<file path="src/rtl/carbonio_irq_dispatcher.sv">
// carbonio_irq_dispatcher
// Sink side of the CarbonIO IRQ router. Converts the router's valid/vector into
// a CPU request / INTA / EOI handshake, returns a one-cycle ack carrying the
// serviced index, and tracks a single in-service source (no nesting).
module carbonio_irq_dispatcher #(
    parameter int          N_SOURCES   = 8,
    parameter int          VEC_W       = (N_SOURCES <= 1) ? 1 : $clog2(N_SOURCES),
    parameter logic [7:0]  VEC_BASE    = 8'h00,
    parameter int          VEC_STRIDE  = 2,
    parameter int          ACK_TIMEOUT = 255
) (
    input  logic                 clk,
    input  logic                 rst,
    input  logic                 global_en,
    input  logic                 irq_valid,
    input  logic [VEC_W-1:0]     irq_vector,
    output logic                 irq_ack,
    output logic [VEC_W-1:0]     irq_ack_vector,
    output logic                 cpu_irq,
    input  logic                 cpu_inta,
    output logic [7:0]           cpu_vec,
    output logic                 cpu_vec_valid,
    input  logic                 cpu_eoi,
    output logic [N_SOURCES-1:0] in_service,
    output logic                 busy,
    output logic                 timeout_err,
    input  logic                 err_clr
);

    // Counter only has to reach ACK_TIMEOUT-1; keep one bit when disabled.
    localparam int CNT_W = (ACK_TIMEOUT <= 1) ? 1 : $clog2(ACK_TIMEOUT + 1);
    localparam logic [CNT_W-1:0] CNT_LAST = CNT_W'(ACK_TIMEOUT - 1);
    localparam logic [CNT_W-1:0] CNT_MAX  = '1;

    typedef enum logic [1:0] {
        IDLE    = 2'd0,
        REQ     = 2'd1,
        GRANT   = 2'd2,
        SERVICE = 2'd3
    } state_t;

    state_t                 r_state;
    logic [VEC_W-1:0]       r_vec;
    logic [CNT_W-1:0]       r_cnt;
    logic                   r_irq_ack;
    logic [VEC_W-1:0]       r_ack_vec;
    logic                   r_cpu_irq;
    logic [7:0]             r_cpu_vec;
    logic                   r_cpu_vec_valid;
    logic [N_SOURCES-1:0]   r_in_service;
    logic                   r_busy;
    logic                   r_timeout_err;

    logic [7:0]             w_vec_byte;
    logic [N_SOURCES-1:0]   w_onehot;

    // Vector byte wraps modulo 256 by construction of the 8-bit arithmetic.
    assign w_vec_byte = VEC_BASE + (8'(r_vec) * 8'(VEC_STRIDE));
    assign w_onehot   = N_SOURCES'(1) << r_vec;

    // Request/grant/service sequencer; every output is registered here so
    // state-qualified outputs are set on the transition into that state.
    always_ff @(posedge clk) begin
        if (rst) begin
            r_state         <= IDLE;
            r_vec           <= '0;
            r_cnt           <= '0;
            r_irq_ack       <= 1'b0;
            r_ack_vec       <= '0;
            r_cpu_irq       <= 1'b0;
            r_cpu_vec       <= '0;
            r_cpu_vec_valid <= 1'b0;
            r_in_service    <= '0;
            r_busy          <= 1'b0;
            r_timeout_err   <= 1'b0;
        end else begin
            // Single-cycle pulses default low; ack vector is zero when not acking.
            r_irq_ack       <= 1'b0;
            r_ack_vec       <= '0;
            r_cpu_vec_valid <= 1'b0;
            // A timeout set later in this block overrides the clear.
            if (err_clr)
                r_timeout_err <= 1'b0;

            case (r_state)
                IDLE: begin
                    if (global_en && irq_valid) begin
                        r_vec     <= irq_vector;
                        r_cnt     <= '0;
                        r_cpu_irq <= 1'b1;
                        r_busy    <= 1'b1;
                        r_state   <= REQ;
                    end
                end
                REQ: begin
                    if (cpu_inta) begin
                        // Vector frozen; ack is issued even if the source just dropped.
                        r_irq_ack       <= 1'b1;
                        r_ack_vec       <= r_vec;
                        r_cpu_vec       <= w_vec_byte;
                        r_cpu_vec_valid <= 1'b1;
                        r_cpu_irq       <= 1'b0;
                        r_state         <= GRANT;
                    end else begin
                        // Track the router's current highest-priority source.
                        r_vec <= irq_vector;
                        if (!irq_valid || !global_en) begin
                            r_cpu_irq <= 1'b0;
                            r_busy    <= 1'b0;
                            r_state   <= IDLE;
                        end else if (ACK_TIMEOUT != 0 && r_cnt == CNT_LAST) begin
                            r_timeout_err <= 1'b1;
                            r_cpu_irq     <= 1'b0;
                            r_busy        <= 1'b0;
                            r_state       <= IDLE;
                        end else if (r_cnt != CNT_MAX) begin
                            r_cnt <= r_cnt + 1'b1;
                        end
                    end
                end
                GRANT: begin
                    r_in_service <= w_onehot;
                    r_state      <= SERVICE;
                end
                SERVICE: begin
                    if (cpu_eoi) begin
                        r_in_service <= '0;
                        r_busy       <= 1'b0;
                        r_state      <= IDLE;
                    end
                end
                default: begin
                    r_state <= IDLE;
                end
            endcase
        end
    end

    assign irq_ack        = r_irq_ack;
    assign irq_ack_vector = r_ack_vec;
    assign cpu_irq        = r_cpu_irq;
    assign cpu_vec        = r_cpu_vec;
    assign cpu_vec_valid  = r_cpu_vec_valid;
    assign in_service     = r_in_service;
    assign busy           = r_busy;
    assign timeout_err    = r_timeout_err;

endmodule

</file>
<file path="config.mk">
export PLATFORM = sky130hd
export DESIGN_NAME = carbonio_irq_dispatcher
export DESIGN_NICKNAME = d
export VERILOG_FILES = /design/src/rtl/carbonio_irq_dispatcher.sv
export SDC_FILE = /design/constraint.sdc
export NUM_CORES = 1
export LEC_CHECK = 0
export BUFFER_PORTS_ARGS = -buffer_cell sky130_fd_sc_hd__buf_2
export CORE_UTILIZATION = 34
export CTS_CLUSTER_SIZE = 30
export DETAILED_ROUTE_END_ITERATION = 10
export GPL_TIMING_DRIVEN = 0
export SLEW_MARGIN = 20
export SYNTH_ARGS = -nofsm -noshare
export SYNTH_HDL_FRONTEND = slang
export SYNTH_SLANG_ARGS = --single-unit
export TNS_END_PERCENT = 5
</file>
<file path="constraint.sdc">
create_clock -name clk -period 2.9 [get_ports clk]
set_input_delay 0.29 -clock clk [delete_from_list [all_inputs] [get_ports clk]]
set_output_delay 0.29 -clock clk [all_outputs]
set_load 0.01 [all_outputs]
</file>
# Yosys cells after proc, flatten, opt, wreduce, memory -nomap -nowiden
# Cells that the tools add are included.
# W data, S select, Z words.
# totals
reg_bits,31
in_bits,10
wordCells,75
# classes
add_sub_neg,1
eq_ne,13
n_shift,1
muxes,31
bitwise_logic,2
n_reduce_logical,17
# op_table
operator,n
$mux W8,6
$pmux W8 S2,2
$mux W1,12
$ne A2 B2 Y1 const B,6
$mux W2,5
$reduce_and A3 Y1,3
$add A8 B1 Y8 const B,1
$eq A8 B8 Y1 const B,1
$ne A8 B8 Y1 const B,1
$pmux W2 S4,1
$shl A1 B3 Y8 const A,1
$mux W3,2
$pmux W3 S2,1
$reduce_and A6 Y1,1
$reduce_and A5 Y1,1
$eq A2 B2 Y1 const B,2
$ne A4 B4 Y1 const B,1
$reduce_and A2 Y1,2
$reduce_bool A2 Y1,2
$ne A3 B3 Y1 const B,1
$pmux W1 S3,1
$reduce_bool A3 Y1,1
$reduce_or A3 Y1,1
$eq A2 B1 Y1 const B,1
other kinds (7),9

# Longest topological paths before layout
# depth
depth_word,6
mapped_depth,6
ltp_nobuf,6

# Worst setup path after synthesis
# No wires, ideal clock.
# synth_timing
path_kind,reg2reg
from,register r_cnt[0]
to,register r_cnt[5]
setup_time_ns,0.072
t_arrival_ns,1.558
required_time_ns,2.828
setup_slack_ns,1.270
stages_incl_launch_ff,7
path_buffers,0
period_less_slack_ns,1.630
path_cell_list,dfxtp_1 > inv_1 > ha_1 > o211ai_1 > o21bai_2 > a2111oi_2 > mux2i_1
# synth_via
elab_chain_cells,6
elab_cells_between_ends,11
classes_between,1 x add/sub; 4 x eq/ne; 5 x mux; 1 x reduce/logical
# synth_lines
element,line,rtl
"start, declared",44,logic [CNT_W-1:0] r_cnt;
"start signal, assigned",117,r_cnt <= r_cnt + 1'b1;
$add A8 B1 Y8,117,
$mux W8,116,end else if (r_cnt != CNT_MAX) begin
$mux W8,111,end else if (ACK_TIMEOUT != 0 && r_cnt == CNT_LAST) begin
$mux W8,107,if (!irq_valid || !global_en) begin
$mux W8,96,if (cpu_inta) begin
$pmux W8 S2,85,case (r_state)
# Parallel ways exist; a longest one is shown, timed or not. The select of a mux whose other input is x is not followed.
# A chain may end at the register's enable or synchronous reset.

# Worst setup path in the final report
# Ends and elaborated chain as after synthesis.

==> qor.csv <==
stage;metric;value;unit
layout;Fillers;395;
global_routing;vias in the first global route;1048;
sta;Clock Skew;0.00365;ns
job;# Max-Cap Violations;0;
clock_network;clock root buffer;clkbuf_8;
sta;clock period minus worst slack;1.81;ns
place;Placement Cell Area;1630;um2
global_routing;first-pass GRT wire length;4.87;mm
route;Met1 Wirelength;1.50;mm
clock_network;CTS Buffer Depth;2;
logic_synthesis;post-synth top area share;43.9;%
logic_synthesis;register area share after synthesis;43.9;%
logic_synthesis;asr flop ratio synth;0;%
layout;ANT cells;0;
global_routing;gr ovfl total;0;
global_routing;antenna violations before repair;0;
sta;setup TNS;0;ns
hold_path;Cells on Worst Hold Path;3;
layout;most common cell after layout, fill and taps aside;dfxtp_1;
logic_synthesis;Synth Cell Area;1410;um2
hold_path;worst hold start;irq_vector[0];
logic_synthesis;flops & latches, synth;31;
place;placed insts;236;
floorplan;die footprint;4420;um2
logic_synthesis;post-synth cell types;39;
clock_network;clock latency on the worst-skew pair;0.28;ns
sta;Setup WS post-layout;1.09;ns
worst_setup_path;CP max stage delay;0.45;ns
worst_setup_path;CP arrival;2.03;ns
place;detailed placer's ending HPWL;2.23;mm
pwr;clock power share;49.2;%
route;DR top layer;met4;
worst_setup_path;crit end category;register;
pwr;Sw Pwr;224;uW
place;post-place setup slack;1.10;ns
clock_network;# hold bufs at CTS;0;
floorplan;Die W;66.5;um
place;Placer Congestion;0.765;
route;DRT antenna net count;0;
pwr;leakage power;0.760;nW
clock_network;post-cts resize count;0;
sta;Peak Freq;553;MHz
layout;Reg area;621;um2
route;vias per std cell;5.05;
global_routing;overall routing resource usage;15.1;%
pwr;Switching Share;21.7;%
route;Remaining DRCs;0;
route;DR WL/cell;12.8;um
pwr;sequential fraction of design power;42.9;%
clock_network;CTS tree;yes;
sta;number of setup violations in the final report;0;
layout;most frequent cells in the layout;dfxtp_1, buf_2, nor2_1;
worst_setup_path;cell breakdown of the critical path;inv_1, ha_1, o211ai_1, o21bai_2, a2111oi_2, mux2i_1;
sta;RSZ-0062 raised after global routing;false;
pwr;PwrDens;587;nW/um2
logic_synthesis;Yosys Warn Count;0;
layout;final core occ;44.1;%
logic_synthesis;Mean Syn Cell Area;9.17;um2
place;IO buf count;28;
floorplan;Ports;34;
worst_setup_path;CP Class;register to register;
layout;filler-free cell count of the finished design;244;
clock_network;H-tree depth;2;
clock_network;clk slew on worst S/H paths;0.07;ns
route;vias;1232;
worst_setup_path;critical path peak fanout;8;
layout;Area Growth Syn to Fin;24.8;%
floorplan;Die Height;66.5;um
layout;Nets;205;
sta;slew margin rel.;61.7;%
route;WL met2;1.40;mm
worst_setup_path;CP startpoint kind;register;
sta;final hold viol count;0;
route;Pre-Repair DR Iteration Count;4;
logic_synthesis;Post-synth EDFFs;0;
pwr;Final Power;1.04;mW
pwr;Comb power frac;8.0;%
layout;share of cells above drive strength 1;24.7;%
clock_network;Post-CTS Setup Repair Bufs;0;
pwr;Worst VDD drop;0.292;mV
sta;Slew @ Worst Pin;0.570;ns
hold_path;worst min path class;input pin to register;
route;metal3 WL;180;um
outcome;outcome;complete, no violations;
layout;Design Area, Final;1760;um2
hold_path;Hold Crit Endpoint;r_vec[0]$_SDFFE_PP0P_;
logic_synthesis;Yosys top cell by area;dfxtp_1;
worst_setup_path;R2R depth;6;
worst_setup_path;Critical Path RT;3.12;ns
clock_network;clock sink count;31;
worst_setup_path;worst reg2reg path endpoint;r_cnt[5]$_SDFFE_PP0P_;
sta;final worst path period share;62.3;%
route;1st-iter DRT viols;73;
layout;area taken by multi-input logic gates;724;um2
clock_network;TritonCTS Buffers;5;
worst_setup_path;slowest cell on the critical path;dfxtp_1;
worst_setup_path;reg2reg start;r_cnt[0]$_SDFFE_PP0P_;
pwr;Internal Power;811;uW
worst_setup_path;Reg2Reg Setup Slack;1.09;ns
floorplan;row cnt;23;
logic_synthesis;ranking of synthesized cells by area;dfxtp_1, mux2i_1, nor2_1;
logic_synthesis;Main synth FF type;dfxtp_1;
global_routing;largest net degree at the start of global routing;11;
floorplan;Starting Density;35.3;%
sta;max-slew violation count;0;
sta;worst hold margin;0.242;ns
logic_synthesis;cells after synthesis;154;
route;final WL;3.13;mm
floorplan;Core Box Area;4000;um2
==> area by class of cell <==
class / instances / area share (%)
sequential: 31 / 35.2
buffer: 10 / 3.83
tap: 50 / 3.55
clock buffer: 6 / 4.12
multi-input combinational: 113 / 41.1
timing repair buffer: 28 / 7.95
inverter: 4 / 0.852
clock inverter: 2 / 3.41
==> state kept, by name, summed over array words and instances (netlist names), named ones only <==
register        flops
cpu_vec             3
cpu_irq             1
timeout_err         1
r_cnt               8
in_service          8
r_state             1
irq_ack_vector      3
busy                1
r_vec               3
cpu_vec_valid       1
==> cell usage after synthesis, types with 2 or more instances <==
library cell / number
and3_1: 2
xor2_1: 2
o21ai_0: 2
or3_1: 3
nand3_1: 5
o211ai_1: 2
clkbuf_1: 2
a22oi_1: 6
a21oi_1: 6
ha_1: 2
a31oi_1: 3
a32oi_1: 3
and2_1: 3
dfxtp_1: 31
nand4_1: 3
mux2i_1: 8
nor2b_1: 2
nand2b_1: 3
inv_1: 4
a21o_1: 2
nand2_1: 14
nor2_1: 21
buf_4: 8
a311oi_1: 2
==> kinds of logic (layout without fill, tap and decap cells) <==
logic type | count (synthesis) | in the layout | share of synthesized area, %
buffers and inverters | 14 | 50 | 5.85
and+or+nand+nor | 63 | 63 | 22.6
DFF | 31 | 31 | 43.9
xor gates and xnor gates | 2 | 2 | 1.24
adders and majority gates | 2 | 2 | 1.77
AOI/OAI and AO/OA | 33 | 33 | 18.7
other | 1 | 5 | 0.265
muxes | 8 | 8 | 5.67
==> routing by layer <==
metal	vias to the layer above	track usage, %
met5	-	0
met4	0	5.85
met3	6	5.99
met2	29	21.8
met1	570	19.9
li1	627	-
==> critical path: cells and delay by family, from the launching register on <==
family / cells / cell delay (ns)
AOI/OAI and AO/OA: 3 / 0.79
DFF: 1 / 0.45
adders and majority gates: 1 / 0.21
muxes: 1 / 0.21
buffers and inverters: 1 / 0.07
==> power by group through the flow <==
| stage | registers [mW] | clock network, mW | logic (mW) |
|---|---|---|---|
| after floorplan | 0.453 | 0 | 0.0544 |
| after global placement | 0.454 | 0 | 0.0815 |
| after detailed placement | 0.453 | 0 | 0.0822 |
| after CTS | 0.444 | 0.519 | 0.0825 |
| after global routing | 0.445 | 0.535 | 0.0909 |
| final | 0.444 | 0.509 | 0.0825 |
==> worst max-delay path by stage <==
stage	start	endpoint	cells after the start
floorplan	r_cnt[0]$_SDFFE_PP0P_	r_cnt[5]$_SDFFE_PP0P_	6
global placement	r_cnt[0]$_SDFFE_PP0P_	r_cnt[5]$_SDFFE_PP0P_	6
global route	r_cnt[0]$_SDFFE_PP0P_	r_cnt[5]$_SDFFE_PP0P_	6
CTS	r_cnt[0]$_SDFFE_PP0P_	r_cnt[5]$_SDFFE_PP0P_	6
finish	r_cnt[0]$_SDFFE_PP0P_	r_cnt[5]$_SDFFE_PP0P_	6
detailed placement	r_cnt[0]$_SDFFE_PP0P_	r_cnt[5]$_SDFFE_PP0P_	6
No activity file was read; power rests on OpenSTA's default activity.
